### config.mk
export PLATFORM = sky130hd
export DESIGN_NAME = arith_arbiter_flat
export DESIGN_NICKNAME = d
export VERILOG_FILES = /design/src/rtl/arith_arbiter_if.sv /design/src/rtl/arith_arbiter.sv /design/src/flat_wrapper.sv
export SDC_FILE = /design/constraint.sdc
export NUM_CORES = 1
export LEC_CHECK = 0
export ABC_CLOCK_PERIOD_IN_PS = 2100
export CAP_MARGIN = 30
export CORE_AREA = 2 2 206 208
export DETAILED_ROUTE_END_ITERATION = 6
export DIE_AREA = 0 0 208 210
export GPL_TIMING_DRIVEN = 0
export SLEW_MARGIN = 10
export SYNTH_ARGS = -nofsm -noshare
export SYNTH_HDL_FRONTEND = slang
export SYNTH_SLANG_ARGS = --single-unit
### constraint.sdc
create_clock -name clk -period 2.1 [get_ports clk]
set_input_delay 0.42 -clock clk [delete_from_list [all_inputs] [get_ports clk]]
set_output_delay 0.42 -clock clk [all_outputs]
set_load 0.02 [all_outputs]
### src/rtl/arith_arbiter_if.sv
// rtl/arith_arbiter_if.sv - requester, response and add/sub-unit signals of arith_arbiter
interface arith_arbiter_if #(
   parameter int WIDTH = 64
);
   logic             req0_valid;
   logic             req0_ready;
   logic [WIDTH-1:0] req0_a;
   logic [WIDTH-1:0] req0_b;
   logic             req0_sub;
   logic             req1_valid;
   logic             req1_ready;
   logic [WIDTH-1:0] req1_a;
   logic [WIDTH-1:0] req1_b;
   logic             req1_sub;
   logic             rsp0_valid;
   logic             rsp1_valid;
   logic [WIDTH-1:0] rsp_result;
   logic             rsp_neg;
   logic             rsp_zero;
   logic             rsp_of;
   logic             rsp_c;
   logic [WIDTH-1:0] alu_a;
   logic [WIDTH-1:0] alu_b;
   logic             alu_sub;
   logic [WIDTH-1:0] alu_out;
   logic             alu_of;
   logic             alu_c;
   logic             busy;

   modport slave (
      input  req0_valid, req0_a, req0_b, req0_sub,
      input  req1_valid, req1_a, req1_b, req1_sub,
      input  alu_out, alu_of, alu_c,
      output req0_ready, req1_ready,
      output rsp0_valid, rsp1_valid, rsp_result, rsp_neg, rsp_zero, rsp_of, rsp_c,
      output alu_a, alu_b, alu_sub, busy
   );

   modport master (
      output req0_valid, req0_a, req0_b, req0_sub,
      output req1_valid, req1_a, req1_b, req1_sub,
      output alu_out, alu_of, alu_c,
      input  req0_ready, req1_ready,
      input  rsp0_valid, rsp1_valid, rsp_result, rsp_neg, rsp_zero, rsp_of, rsp_c,
      input  alu_a, alu_b, alu_sub, busy
   );
endinterface

### src/rtl/arith_arbiter.sv
// rtl/arith_arbiter.sv - two-requester arbiter around a shared multi-cycle ripple add/sub unit
// ARITH_ARB_FIXED_PRI_EN selects fixed priority (req0 wins); default is round-robin.
module arith_arbiter #(
   parameter int WIDTH         = 64,
   parameter int SETTLE_CYCLES = 4
) (
   input  logic            clk,
   input  logic            reset,
   arith_arbiter_if.slave  bus
);

   typedef enum logic [1:0] {
      IDLE   = 2'd0,
      SETTLE = 2'd1,
      DONE   = 2'd2
   } state_t;

   localparam logic [3:0] CNT_INIT = 4'(SETTLE_CYCLES - 1);

   state_t           state_q, state_d;
   logic [3:0]       cnt_q, cnt_d;
   logic             last_grant_q, last_grant_d;
   logic             owner_q, owner_d;
   logic [WIDTH-1:0] alu_a_q, alu_a_d;
   logic [WIDTH-1:0] alu_b_q, alu_b_d;
   logic             alu_sub_q, alu_sub_d;
   logic [WIDTH-1:0] rsp_result_q, rsp_result_d;
   logic             rsp_neg_q, rsp_neg_d;
   logic             rsp_zero_q, rsp_zero_d;
   logic             rsp_of_q, rsp_of_d;
   logic             rsp_c_q, rsp_c_d;
   logic             rsp0_valid_q, rsp0_valid_d;
   logic             rsp1_valid_q, rsp1_valid_d;
   logic             busy_q, busy_d;

   logic             winner;
   logic             ready0;
   logic             ready1;

   // winner = 1 selects requester 1
   always_comb begin
      winner = 1'b0;
`ifdef ARITH_ARB_FIXED_PRI_EN
      winner = bus.req1_valid & ~bus.req0_valid;
`else
      if (bus.req0_valid && bus.req1_valid) begin
         winner = ~last_grant_q;
      end else begin
         winner = bus.req1_valid;
      end
`endif
      ready0 = ~reset && (state_q == IDLE) && bus.req0_valid && ~winner;
      ready1 = ~reset && (state_q == IDLE) && bus.req1_valid && winner;
   end

   always_comb begin
      state_d      = state_q;
      cnt_d        = cnt_q;
      last_grant_d = last_grant_q;
      owner_d      = owner_q;
      alu_a_d      = alu_a_q;
      alu_b_d      = alu_b_q;
      alu_sub_d    = alu_sub_q;
      rsp_result_d = rsp_result_q;
      rsp_neg_d    = rsp_neg_q;
      rsp_zero_d   = rsp_zero_q;
      rsp_of_d     = rsp_of_q;
      rsp_c_d      = rsp_c_q;
      rsp0_valid_d = 1'b0;
      rsp1_valid_d = 1'b0;

      case (state_q)
         IDLE: begin
            if (ready0 || ready1) begin
               alu_a_d      = winner ? bus.req1_a   : bus.req0_a;
               alu_b_d      = winner ? bus.req1_b   : bus.req0_b;
               alu_sub_d    = winner ? bus.req1_sub : bus.req0_sub;
               owner_d      = winner;
               last_grant_d = winner;
               cnt_d        = CNT_INIT;
               state_d      = SETTLE;
            end
         end
         SETTLE: begin
            // Operands stay frozen here so the carry chain sees a stable input.
            if (cnt_q == 4'd0) begin
               rsp_result_d = bus.alu_out;
               rsp_neg_d    = bus.alu_out[WIDTH-1];
               rsp_zero_d   = (bus.alu_out == '0);
               rsp_of_d     = bus.alu_of;
               rsp_c_d      = bus.alu_c;
               rsp0_valid_d = ~owner_q;
               rsp1_valid_d = owner_q;
               state_d      = DONE;
            end else begin
               cnt_d = cnt_q - 4'd1;
            end
         end
         DONE: begin
            state_d = IDLE;
         end
         default: begin
            state_d = IDLE;
         end
      endcase

      busy_d = (state_d != IDLE);
   end

   always_ff @(posedge clk) begin
      if (reset) begin
         state_q      <= IDLE;
         cnt_q        <= 4'd0;
         last_grant_q <= 1'b1;
         owner_q      <= 1'b0;
         alu_a_q      <= '0;
         alu_b_q      <= '0;
         alu_sub_q    <= 1'b0;
         rsp_result_q <= '0;
         rsp_neg_q    <= 1'b0;
         rsp_zero_q   <= 1'b0;
         rsp_of_q     <= 1'b0;
         rsp_c_q      <= 1'b0;
         rsp0_valid_q <= 1'b0;
         rsp1_valid_q <= 1'b0;
         busy_q       <= 1'b0;
      end else begin
         state_q      <= state_d;
         cnt_q        <= cnt_d;
         last_grant_q <= last_grant_d;
         owner_q      <= owner_d;
         alu_a_q      <= alu_a_d;
         alu_b_q      <= alu_b_d;
         alu_sub_q    <= alu_sub_d;
         rsp_result_q <= rsp_result_d;
         rsp_neg_q    <= rsp_neg_d;
         rsp_zero_q   <= rsp_zero_d;
         rsp_of_q     <= rsp_of_d;
         rsp_c_q      <= rsp_c_d;
         rsp0_valid_q <= rsp0_valid_d;
         rsp1_valid_q <= rsp1_valid_d;
         busy_q       <= busy_d;
      end
   end

   assign bus.req0_ready = ready0;
   assign bus.req1_ready = ready1;
   assign bus.alu_a      = alu_a_q;
   assign bus.alu_b      = alu_b_q;
   assign bus.alu_sub    = alu_sub_q;
   assign bus.rsp_result = rsp_result_q;
   assign bus.rsp_neg    = rsp_neg_q;
   assign bus.rsp_zero   = rsp_zero_q;
   assign bus.rsp_of     = rsp_of_q;
   assign bus.rsp_c      = rsp_c_q;
   assign bus.rsp0_valid = rsp0_valid_q;
   assign bus.rsp1_valid = rsp1_valid_q;
   assign bus.busy       = busy_q;

endmodule

### src/flat_wrapper.sv
// flat-port wrapper written by rule: the top's interface ports become plain ports
module arith_arbiter_flat 
#(
   parameter int WIDTH         = 64,
   parameter int SETTLE_CYCLES = 4
)
  (clk, reset, bus_req0_valid, bus_req0_a, bus_req0_b, bus_req0_sub, bus_req1_valid, bus_req1_a, bus_req1_b, bus_req1_sub, bus_alu_out, bus_alu_of, bus_alu_c, bus_req0_ready, bus_req1_ready, bus_rsp0_valid, bus_rsp1_valid, bus_rsp_result, bus_rsp_neg, bus_rsp_zero, bus_rsp_of, bus_rsp_c, bus_alu_a, bus_alu_b, bus_alu_sub, bus_busy);
  arith_arbiter_if #(.WIDTH(WIDTH)) bus_i ();
  input  logic clk;
  input  logic reset;
  input wire logic [$bits(bus_i.req0_valid)-1:0] bus_req0_valid;
  input wire logic [$bits(bus_i.req0_a)-1:0] bus_req0_a;
  input wire logic [$bits(bus_i.req0_b)-1:0] bus_req0_b;
  input wire logic [$bits(bus_i.req0_sub)-1:0] bus_req0_sub;
  input wire logic [$bits(bus_i.req1_valid)-1:0] bus_req1_valid;
  input wire logic [$bits(bus_i.req1_a)-1:0] bus_req1_a;
  input wire logic [$bits(bus_i.req1_b)-1:0] bus_req1_b;
  input wire logic [$bits(bus_i.req1_sub)-1:0] bus_req1_sub;
  input wire logic [$bits(bus_i.alu_out)-1:0] bus_alu_out;
  input wire logic [$bits(bus_i.alu_of)-1:0] bus_alu_of;
  input wire logic [$bits(bus_i.alu_c)-1:0] bus_alu_c;
  output wire logic [$bits(bus_i.req0_ready)-1:0] bus_req0_ready;
  output wire logic [$bits(bus_i.req1_ready)-1:0] bus_req1_ready;
  output wire logic [$bits(bus_i.rsp0_valid)-1:0] bus_rsp0_valid;
  output wire logic [$bits(bus_i.rsp1_valid)-1:0] bus_rsp1_valid;
  output wire logic [$bits(bus_i.rsp_result)-1:0] bus_rsp_result;
  output wire logic [$bits(bus_i.rsp_neg)-1:0] bus_rsp_neg;
  output wire logic [$bits(bus_i.rsp_zero)-1:0] bus_rsp_zero;
  output wire logic [$bits(bus_i.rsp_of)-1:0] bus_rsp_of;
  output wire logic [$bits(bus_i.rsp_c)-1:0] bus_rsp_c;
  output wire logic [$bits(bus_i.alu_a)-1:0] bus_alu_a;
  output wire logic [$bits(bus_i.alu_b)-1:0] bus_alu_b;
  output wire logic [$bits(bus_i.alu_sub)-1:0] bus_alu_sub;
  output wire logic [$bits(bus_i.busy)-1:0] bus_busy;
  assign bus_i.req0_valid = bus_req0_valid;
  assign bus_i.req0_a = bus_req0_a;
  assign bus_i.req0_b = bus_req0_b;
  assign bus_i.req0_sub = bus_req0_sub;
  assign bus_i.req1_valid = bus_req1_valid;
  assign bus_i.req1_a = bus_req1_a;
  assign bus_i.req1_b = bus_req1_b;
  assign bus_i.req1_sub = bus_req1_sub;
  assign bus_i.alu_out = bus_alu_out;
  assign bus_i.alu_of = bus_alu_of;
  assign bus_i.alu_c = bus_alu_c;
  assign bus_req0_ready = bus_i.req0_ready;
  assign bus_req1_ready = bus_i.req1_ready;
  assign bus_rsp0_valid = bus_i.rsp0_valid;
  assign bus_rsp1_valid = bus_i.rsp1_valid;
  assign bus_rsp_result = bus_i.rsp_result;
  assign bus_rsp_neg = bus_i.rsp_neg;
  assign bus_rsp_zero = bus_i.rsp_zero;
  assign bus_rsp_of = bus_i.rsp_of;
  assign bus_rsp_c = bus_i.rsp_c;
  assign bus_alu_a = bus_i.alu_a;
  assign bus_alu_b = bus_i.alu_b;
  assign bus_alu_sub = bus_i.alu_sub;
  assign bus_busy = bus_i.busy;
  arith_arbiter #(.WIDTH(WIDTH), .SETTLE_CYCLES(SETTLE_CYCLES)) u_core (.clk(clk), .reset(reset), .bus(bus_i));
endmodule
==> flow_summary_export.csv, run 1 <==
group,metric,value,unit
synthesis,yosysSeqAreaShare,45.66,%
final_layout,syn2layout_area_growth,75.89,%
synthesis,ys_dominant_reg_cell,"dfxtp_1",
sta,finalSetupTns,0,ps
setup_path,critPathMaxFanout,3,
synthesis,synth_cell_types,32,
synthesis,synth_area_leader_cell,"dfxtp_1",
sta,worst_pin_slew,886.7,ps
sta,setup_viol,0,
setup_path,worstPathArrival,1600,ps
synthesis,yosysMostFrequentCell,"dfxtp_1",
setup_path,required,1680,ps
setup_path,cp-end-kind,"output port",
cts,cts_made_buffers,25,
synthesis,synthArstFlopShare,0,%
cts,clockBufferDepth,3,
final_layout,layout-drive-gt1-share,13.68,%
placed_design,place_hpwl,31.79,mm
placed_design,gp_congestion,0.8562,
worst_hold_path,worstHoldStart,"reset",
detailed_routing,drt_wl_total,39.39,mm
floorplan,num_rows,75,
floorplan,start_util,21.88,%
sta,period_needed,2022,ps
run,max_cap_viol_count,0,
detailed_routing,drc,0,
setup_path,critical_path_class,"flip-flop to output port",
synthesis,synth_edf_count,0,
sta,fmax,494.7,MHz
placed_design,placed_area,0.01505,mm²
grt,grt_pass1_vias,9387,
final_layout,final_cell_area,0.01596,mm²
grt,grt_pass1_wl,58.46,mm
sta,finalHoldViolations,0,
grt,grt_max_degree,13,
sta,slew_headroom,40.89,%
sta,grt_setup_unrepaired,"false",
cts,cts_tree,"built",
grt,antenna_found_initial,3,
placed_design,portBuffers,528,
synthesis,syn_inst,943,
cts,clock_latency,530,ps
synthesis,syn_area,0.009076,mm²
final_layout,fin_util,38.49,%
synthesis,synthTopCellsByArea,"dfxtp_1 (46%), mux2i_1 (14%), a211oi_2 (14%), nor2_1 (5.7%), nand2_1 (5.7%)",
synthesis,yosysTopAreaCellShare,45.66,%
cts,htreeDepth,1,
setup_path,r2r_start,"u_core.last_grant_q",
power_and_ir_drop,leakagePower,5.729,nW
final_layout,nets,1832,
setup_path,rrSetupSlack,210,ps
cts,cts_root_buffer,"clkbuf_16",
sta,slew_violations,0,
detailed_routing,viasPerCell,4.402,
synthesis,yosysWarningCount,0,
power_and_ir_drop,pwr_density_cell,772.0,mW/mm²
placed_design,dp_slack,-1017,ps
setup_path,start_kind,"flip-flop",
grt,grt.total_usage,17.32,%
floorplan,io_pins,530,
cts,clock_sinks,207,
sta,final.setup_skew,6.972,ps
sta,setup_slack,78.45,ps
power_and_ir_drop,irDropWorstVdd,0.5447,mV
floorplan,die_x,208,µm
synthesis,ys_seq_elements,207,
sta,fin_crit_sh,96.26,%
cts,hold_buffers,0,
floorplan,die_area,0.04368,mm²
status,status,"finished, final reports clean",
synthesis,syn_avg_cell_area,9.625,µm²
floorplan,dieHeight,210,µm
setup_path,rr_endpoint,"u_core.bus.alu_b[3]",
setup_path,reg2reg_depth,7,
worst_hold_path,hp-class,"input pin to flip-flop",
worst_hold_path,whs_path_depth,3,
worst_hold_path,holdPathEnd,"u_core.last_grant_q",
detailed_routing,first_iter_violations,330,
detailed_routing,dr_total_vias,9076,
floorplan,coreArea,0.04148,mm²
cts,clkTransAtPathRegs,60,ps
detailed_routing,wl_per_cell,19.10,µm
sta,whs,298.4,ps
synthesis,synth_common_cells,"dfxtp_1 (207), nor2_1 (139), nand2_1 (138)",
synthesis,syn_nets,1273,
detailed_routing,ant_nets,0,
grt,grt_overflow_total,0,
detailed_routing,dr.pass1.iters,4,
power by group:
| group | internal, mW | switching (mW) |
|---|---|---|
| clock | 2.79 | 1.73 |
| sequential | 4.28 | 0.194 |
| combinational | 1.66 | 1.67 |
final cells by class:
type,count,area [µm²]
diodes,3,7.507
plain buffers,83,484.2
clock buffers,37,740.7
clock inverters,8,115.1
fillers,4192,25510
inverters,4,15.01
multi-input cells,649,4467
flip-flops and latches,207,4145
well taps,539,674.4
repair buffers,532,5315
metal layers:
layer / track usage (%) / up-vias / share of wire (%)
met5: 0 / - / 0
met1: 19.27 / 4226 / 39
met4: 4.329 / 0 / 2.6
met3: 5.393 / 53 / 7.9
met2: 31.94 / 360 / 51
li1: - / 4437 / -
worst max path at each step:
| stage | from | endpoint | slack [ps] | cells after the start |
|---|---|---|---|---|
| 2_1_floorplan | bus_req1_valid | bus_req0_ready | 410 | 5 |
| 3_3_place_gp | bus_req1_valid | bus_req1_ready | -1030 | 7 |
| 3_5_place_dp | bus_req1_valid | bus_req1_ready | -1020 | 7 |
| 4_1_cts | u_core.cnt_q[0] | u_core.bus.rsp_result[6] | 4 | 9 |
| 5_1_grt | u_core.last_grant_q | bus_req0_ready | 8 | 6 |
| 6_report | u_core.last_grant_q | bus_req1_ready | 80 | 6 |
metrics by stage:
step	total power, mW	cells
floorplan	6.152	943
global placement	7.868	2010
detailed placement	7.906	2011
CTS	12.49	2059
global route	12.91	2060
finish	12.32	2062
kinds of logic (layout without fill, tap and decap cells):
group | after synthesis | count (layout) | share of synthesized area, %
other cells | 0 | 3 | 0
simple gates | 312 | 312 | 14.03
flops | 207 | 207 | 45.66
fa+ha+maj | 2 | 2 | 0.2757
buf+inv | 87 | 664 | 5.170
mux | 129 | 129 | 14.23
compound gates | 206 | 206 | 20.64
placed cells by master (no fill, tap or decap), types with 4 or more instances in the layout:
cell,synthesis,layout
nand2_1,138,138
clkbuf_1,26,31
buf_4,16,21
a211oi_2,101,101
clkbuf_16,0,25
buf_2,33,31
nor2_1,139,139
nand4_1,4,4
clkdlybuf4s50_1,0,524
clkinv_2,0,5
dfxtp_1,207,206
inv_1,4,4
mux2i_1,129,129
nor4_1,16,16
a21oi_1,69,69
a211oi_1,29,29
clkbuf_4,5,5
clkbuf_8,0,7
repair_timing:
action / 4_1_cts / 5_1_grt
buffers inserted: 3 / 0
setup endpoints to repair: 2 / 12
resized for setup: 19 / 4
hold endpoints to repair: 0 / 0
critical path, stage by stage, from the launching register on:
cell      delay, ps
dfxtp_2         340
a21boi_2         50
buf_4           150
buf_12          120
buf_12          120
and2_1          130
buf_4           160
state kept, by name (all words and copies together) (netlist names):
name,cells
u_core.owner_q,1
u_core.last_grant_q,1
u_core.bus.rsp_neg,1
u_core.bus.rsp_of,1
u_core.bus.alu_a,64
u_core.bus.rsp0_valid,1
u_core.bus.rsp_c,1
u_core.cnt_q,4
u_core.bus.busy,1
u_core.bus.alu_b,64
u_core.bus.rsp1_valid,1
u_core.bus.rsp_zero,1
u_core.bus.alu_sub,1
u_core.state_q,2
u_core.bus.rsp_result,63
Power figures use the tool's default switching activity.
==> run 2: changes to the inputs <==
- ABC_CLOCK_PERIOD_IN_PS: 2100 -> 2000
- SKIP_CTS_REPAIR_TIMING: not set -> 1
- clock period: 2.1 -> 2 ns (I/O delays scaled with it)
==> run 2 against run 1 <==
Effect of this change:
- non-clock buffer count increased by 6
- cell count increased by 0.24%
- critical path type unchanged
- critical path depth unchanged
- count of clock-buffer cells in the layout unchanged
- largest power group unchanged
- clock power increased by 5.1%
- flip-flop and latch count unchanged
- final area increased by 0.61%
- register-to-register slack got worse by 30 ps
- worst setup slack got worse by 60 ps
- utilization increased by 0.24 points
- worst hold slack got worse by 100 ps
==> flow_summary_export.csv, run 2 (same netlist as run 1, synthesis figures left out) <==
group,metric,value,unit
setup_path,cp-end-kind,"output port",
sta,slew_headroom,43.04,%
final_layout,final_cell_area,0.01606,mm²
setup_path,crit_buf_inv,4,
detailed_routing,ant_nets,0,
setup_path,slowest_stage,"dfxtp_2",
sta,worst_pin_slew,854.5,ps
final_layout,multi_input_area,0.004481,mm²
setup_path,reg2reg_depth,9,
setup_path,worstSetupStartpoint,"u_core.last_grant_q",
sta,final.setup_skew,8.496,ps
placed_design,place_hpwl,31.79,mm
setup_path,cpPeakStageDelay,320,ps
sta,fin_crit_sh,99.10,%
setup_path,cp.depth,6,
worst_hold_path,worstHoldStart,"bus_req1_valid",
grt,grt.total_usage,17.23,%
detailed_routing,drc,0,
detailed_routing,drt_wl_total,39.26,mm
sta,finalHoldViolations,0,
grt,grt_overflow_total,0,
detailed_routing,wl_met2,19.83,mm
grt,grt_pass1_wl,58.26,mm
detailed_routing,met1_length,15.31,mm
sta,slew_violations,0,
setup_path,start_kind,"flip-flop",
power_and_ir_drop,seqPwrFrac,36.2,%
floorplan,dieHeight,210,µm
detailed_routing,dr.pass1.iters,4,
floorplan,coreArea,0.04148,mm²
setup_path,required,1600,ps
cts,clockBufferDepth,3,
setup_path,r2r_start,"u_core.cnt_q[0]",
placed_design,placed_area,0.01505,mm²
sta,grt_setup_unrepaired,"true",
floorplan,die_area,0.04368,mm²
floorplan,start_util,21.88,%
final_layout,layout_commonest_cell,"clkdlybuf4s50_1",
detailed_routing,topRoutingLayerUsed,"met4",
power_and_ir_drop,power_frac_comb,27.2,%
cts,clock_sinks,207,
worst_hold_path,hp-class,"input pin to flip-flop",
power_and_ir_drop,leakagePower,5.913,nW
setup_path,worstPathArrival,1580,ps
cts,htreeDepth,1,
detailed_routing,viasPerCell,4.394,
power_and_ir_drop,total_power,12.98,mW
grt,antenna_found_initial,3,
final_layout,layout_common_cells,"clkdlybuf4s50_1 (516), dfxtp_1 (206), nor2_1 (138)",
floorplan,io_pins,530,
run,max_cap_viol_count,0,
detailed_routing,first_iter_violations,303,
power_and_ir_drop,internal_power,9.191,mW
worst_hold_path,whs_path_depth,3,
power_and_ir_drop,sw_frac_of_total,29.17,%
cts,cts_made_buffers,25,
setup_path,critical_path_class,"flip-flop to output port",
detailed_routing,dr_total_vias,9083,
cts,cts_root_buffer,"clkbuf_16",
power_and_ir_drop,pwr_density_cell,807.8,mW/mm²
placed_design,portBuffers,528,
setup_path,critPathMaxFanout,6,
sta,setup_viol,0,
setup_path,cp_top_family,"buffers and inverters",
cts,clkTransAtPathRegs,60,ps
final_layout,nets,1838,
final_layout,fill_cells,4198,
final_layout,seqCellArea,0.004145,mm²
power_and_ir_drop,p_sw,3.785,mW
power_and_ir_drop,irDropWorstVdd,0.5710,mV
sta,period_needed,1982,ps
sta,fmax,504.6,MHz
setup_path,worstPathCellList,"a21boi_2, buf_6, buf_12, buf_12, and2_4, buf_6",
detailed_routing,wl_per_cell,18.99,µm
floorplan,num_rows,75,
power_and_ir_drop,p_clk_share,36.6,%
floorplan,die_x,208,µm
grt,grt_max_degree,13,
cts,cts_tree,"built",
cts,clock_latency,530,ps
grt,grt_pass1_vias,9373,
final_layout,syn2layout_area_growth,76.96,%
status,status,"finished, final reports clean",
detailed_routing,met3_length,3.178,mm
final_layout,layout-drive-gt1-share,14.22,%
placed_design,gp_congestion,0.8562,
## run 2: worst paths after layout
check                               to  slack [ps]
min reg2reg  u_core.bus.rsp_result[25]         450
max reg2reg   u_core.bus.rsp_result[6]         180
min                u_core.last_grant_q         200
max                     bus_req1_ready          20
## run 2: through the flow
step | utilization, % | TNS [ps] | hold slack [ps] | std cells | setup slack, ps
after floorplan | - | 0 | 406.2 | 943 | 348.9
after global placement | 36.25 | -45560 | 440.8 | 2010 | -1087
after detailed placement | 36.29 | -45860 | 448.1 | 2011 | -1077
after CTS | 38.35 | -2162 | 277.1 | 2056 | -1079
after global routing | 38.72 | -113.4 | 220.5 | 2066 | -64.68
final | 38.72 | 0 | 195.8 | 2067 | 18.10
## run 2: power groups by stage
stage | Combinational [mW] | Clock (mW) | Sequential, mW
final | 3.52 | 4.75 | 4.70
after global routing | 3.77 | 5.07 | 4.74
after CTS | 3.53 | 4.87 | 4.70
after detailed placement | 3.52 | 0 | 4.79
after global placement | 3.49 | 0 | 4.77
after floorplan | 1.27 | 0 | 5.19
## run 2: worst min-delay path, stage by stage
cell,delay (ps)
dlymetal6s2s_1,140
nand2_1,60
o211ai_1,70
## run 2: layout make-up
class | count | area share [%]
Timing Repair Buffer | 538 | 33.59
Multi-Input combinational cell | 649 | 27.90
Sequential cell | 207 | 25.81
Clock inverter | 8 | 0.7167
Inverter | 4 | 0.09348
Clock buffer | 37 | 4.612
Buffer | 83 | 3.054
Antenna cell | 2 | 0.03116
Tap cell | 539 | 4.199
## run 2: metal layers
layer	vias to the layer above	global-route usage (%)
met5	-	0
met4	0	4.451
met3	52	5.453
met2	363	31.53
met1	4227	19.26
li1	4441	-
==> RTL change: new RTL, config.mk and constraints of run 1 <==
Build with the macro `ARITH_ARB_FIXED_PRI_EN` defined.
--- a/src/rtl/arith_arbiter.sv
+++ b/src/rtl/arith_arbiter.sv
@@ -1,5 +1,7 @@
 // rtl/arith_arbiter.sv - two-requester arbiter around a shared multi-cycle ripple add/sub unit
 // ARITH_ARB_FIXED_PRI_EN selects fixed priority (req0 wins); default is round-robin.
+`define ARITH_ARB_FIXED_PRI_EN
+
 module arith_arbiter #(
    parameter int WIDTH         = 64,
    parameter int SETTLE_CYCLES = 4
Function: no difference found for any inputs over 4 cycles, from zero or initial values and one cycle with reset high; that may be too few to reach the edited logic, so the function may still have changed.
==> RTL change against run 1 <==
- cell area is 4.5% lower
- worst hold slack worse by 99 ps
- area after synthesis down 6.3%
- critical path depth is 5 lower
- sequential cell count is 1 lower
- routed wire length fell by 0.83%
- clock power is 13% lower
- total power increased by 0.37%
- setup slack lost 56 ps
==> RTL change: results (changes against run 1) <==
Power and ir drop
  • Worst VDD drop: 0.0004591 V (-16%)
  • Leak: 5.975 nW (+4.3%)

Yosys
  • Sequential share of the synthesized area: 48.48% (+2.8 points)
  • Post-synthesis adder-cell area fraction: 0.2942% (+0.018 points)
  • Most frequent cells after synthesis: 206 x dfxtp_1, 135 x nand2_1, 131 x mux2i_1, 131 x nor2_1, 130 x a211oi_1
  • Distinct cells, synth: 31 (-3.1%)
  • Number of register bits inferred by synthesis: 206 (-0.48%)
  • Avg Synthesized Cell Area: 9.107 um2 (-5.4%)
  • Syn nets: 1264 (-0.71%)
  • Leading post-synthesis cells by cell area: dfxtp_1 48%, mux2i_1 15%, a211oi_1 11%
  • Post-synthesis compound-gate area fraction: 16.12% (-4.5 points)

Route
  • Aggregate routed wire length: 39060 um (-0.83%)
  • 1st-iter DRT viols: 326 (-1.2%)
  • Routed vias: 9106 (+0.33%)
  • Average wire length per cell after detail routing: 19.07 um (-0.15%)

Clock tree
  • Buffers inserted during post-CTS setup optimization: 0 (-3)

Worst hold path
  • Hold path depth: 2 (-1)

Cells and area
  • Reg area: 0.004124 mm2 (-0.51%)
  • Fraction of area in non-clock buffers: 37.50% (+1.2 points)
  • Non-clock buffers: 611 (-0.65%)
  • Inverters excl. clock: 2 (-2)
  • End-of-flow core utilization: 36.74% (-1.7 points)
  • # nets final: 1819 (-0.71%)
  • Inserted Diodes: 4 (+1)
  • Multi-input logic cell count: 643 (-0.92%)
  • Layout cell share with drive strength beyond 1: 6.512% (-7.2 points)
  • Clock network share of area: 4.803% (-0.56 points)
  • Fill cells: 4300 (+2.6%)

Placement
  • Routability congestion estimate: 0.8984 (+4.9%)
  • Placed cell count: 2001 (-0.50%)
  • DP HPWL: 31810 um (about the same)
  • DP Worst Slack: -676.9 ps (+340.1 ps)

STA
  • Final setup slack of the worst path: 22.31 ps (-56.14 ps)
  • Final Hold Slack: 199.9 ps (-98.56 ps)
  • Clock skew: 13.24 ps (+6.271 ps)
  • Tightest slew margin relative to the limit: 51.74% (+11 points)

Setup path
  • Register-to-register setup slack: 160 ps (-50 ps)
  • Source of the worst register-to-register timing path: u_core.cnt_q[0]
  • R2r endpoint: u_core.bus.rsp_result[7]
  • Highest net fanout along the worst path: 2 (-1)
  • Delay of the slowest cell on the worst path: 660 ps (+320 ps)
  • Timing endpoint of the critical path: bus_rsp_result[48]
  • Crit-path slowest cell: clkdlybuf4s50_1
  • R2R cell count: 8 (+1)

Global route
  • Overall track demand over capacity in global routing: 16.98% (-0.34 points)
  • Number of antenna violations at the first check in global routing: 8 (+5)
  • Vias in the first global route: 9489 (+1.1%)

Run status
  • Result of the run: finished, final reports clean
-- RTL change: cell types whose count changed in the layout (fill, tap and decap cells not counted), moves of 5 or more --
cell,delta
clkbuf_8,-5
buf_2,+5
buf_4,-9
a211oi_1,+101
clkbuf_1,+5
a211oi_2,-101
nor2_1,-8
-- RTL change: power breakdown --
group | internal [mW] | switching [mW]
clock network | 2.26 | 1.67
registers | 4.38 | 0.291
logic | 1.83 | 1.94
total | 8.48 | 3.89
-- RTL change: per-layer routing --
metal / part of all wire [%] / global-route usage, %
met5: 0.10 / 0
met4: 4.1 / 7.948
met3: 8.2 / 5.170
met2: 51 / 31.48
met1: 37 / 17.43
-- RTL change: kinds of logic after synthesis --
group,count (synthesis)
AND/OR/NAND/NOR,304
AO/OA/AOI/OAI,206
flip-flops,206
multiplexers,131
buffers and inverters,85
adder cells (fa/ha/maj),2
-- RTL change: timing repair --
action / in CTS / in global routing
gates resized for setup: 13 / 12
endpoints found under the setup margin: 38 / 38
pin swaps: 0 / 1
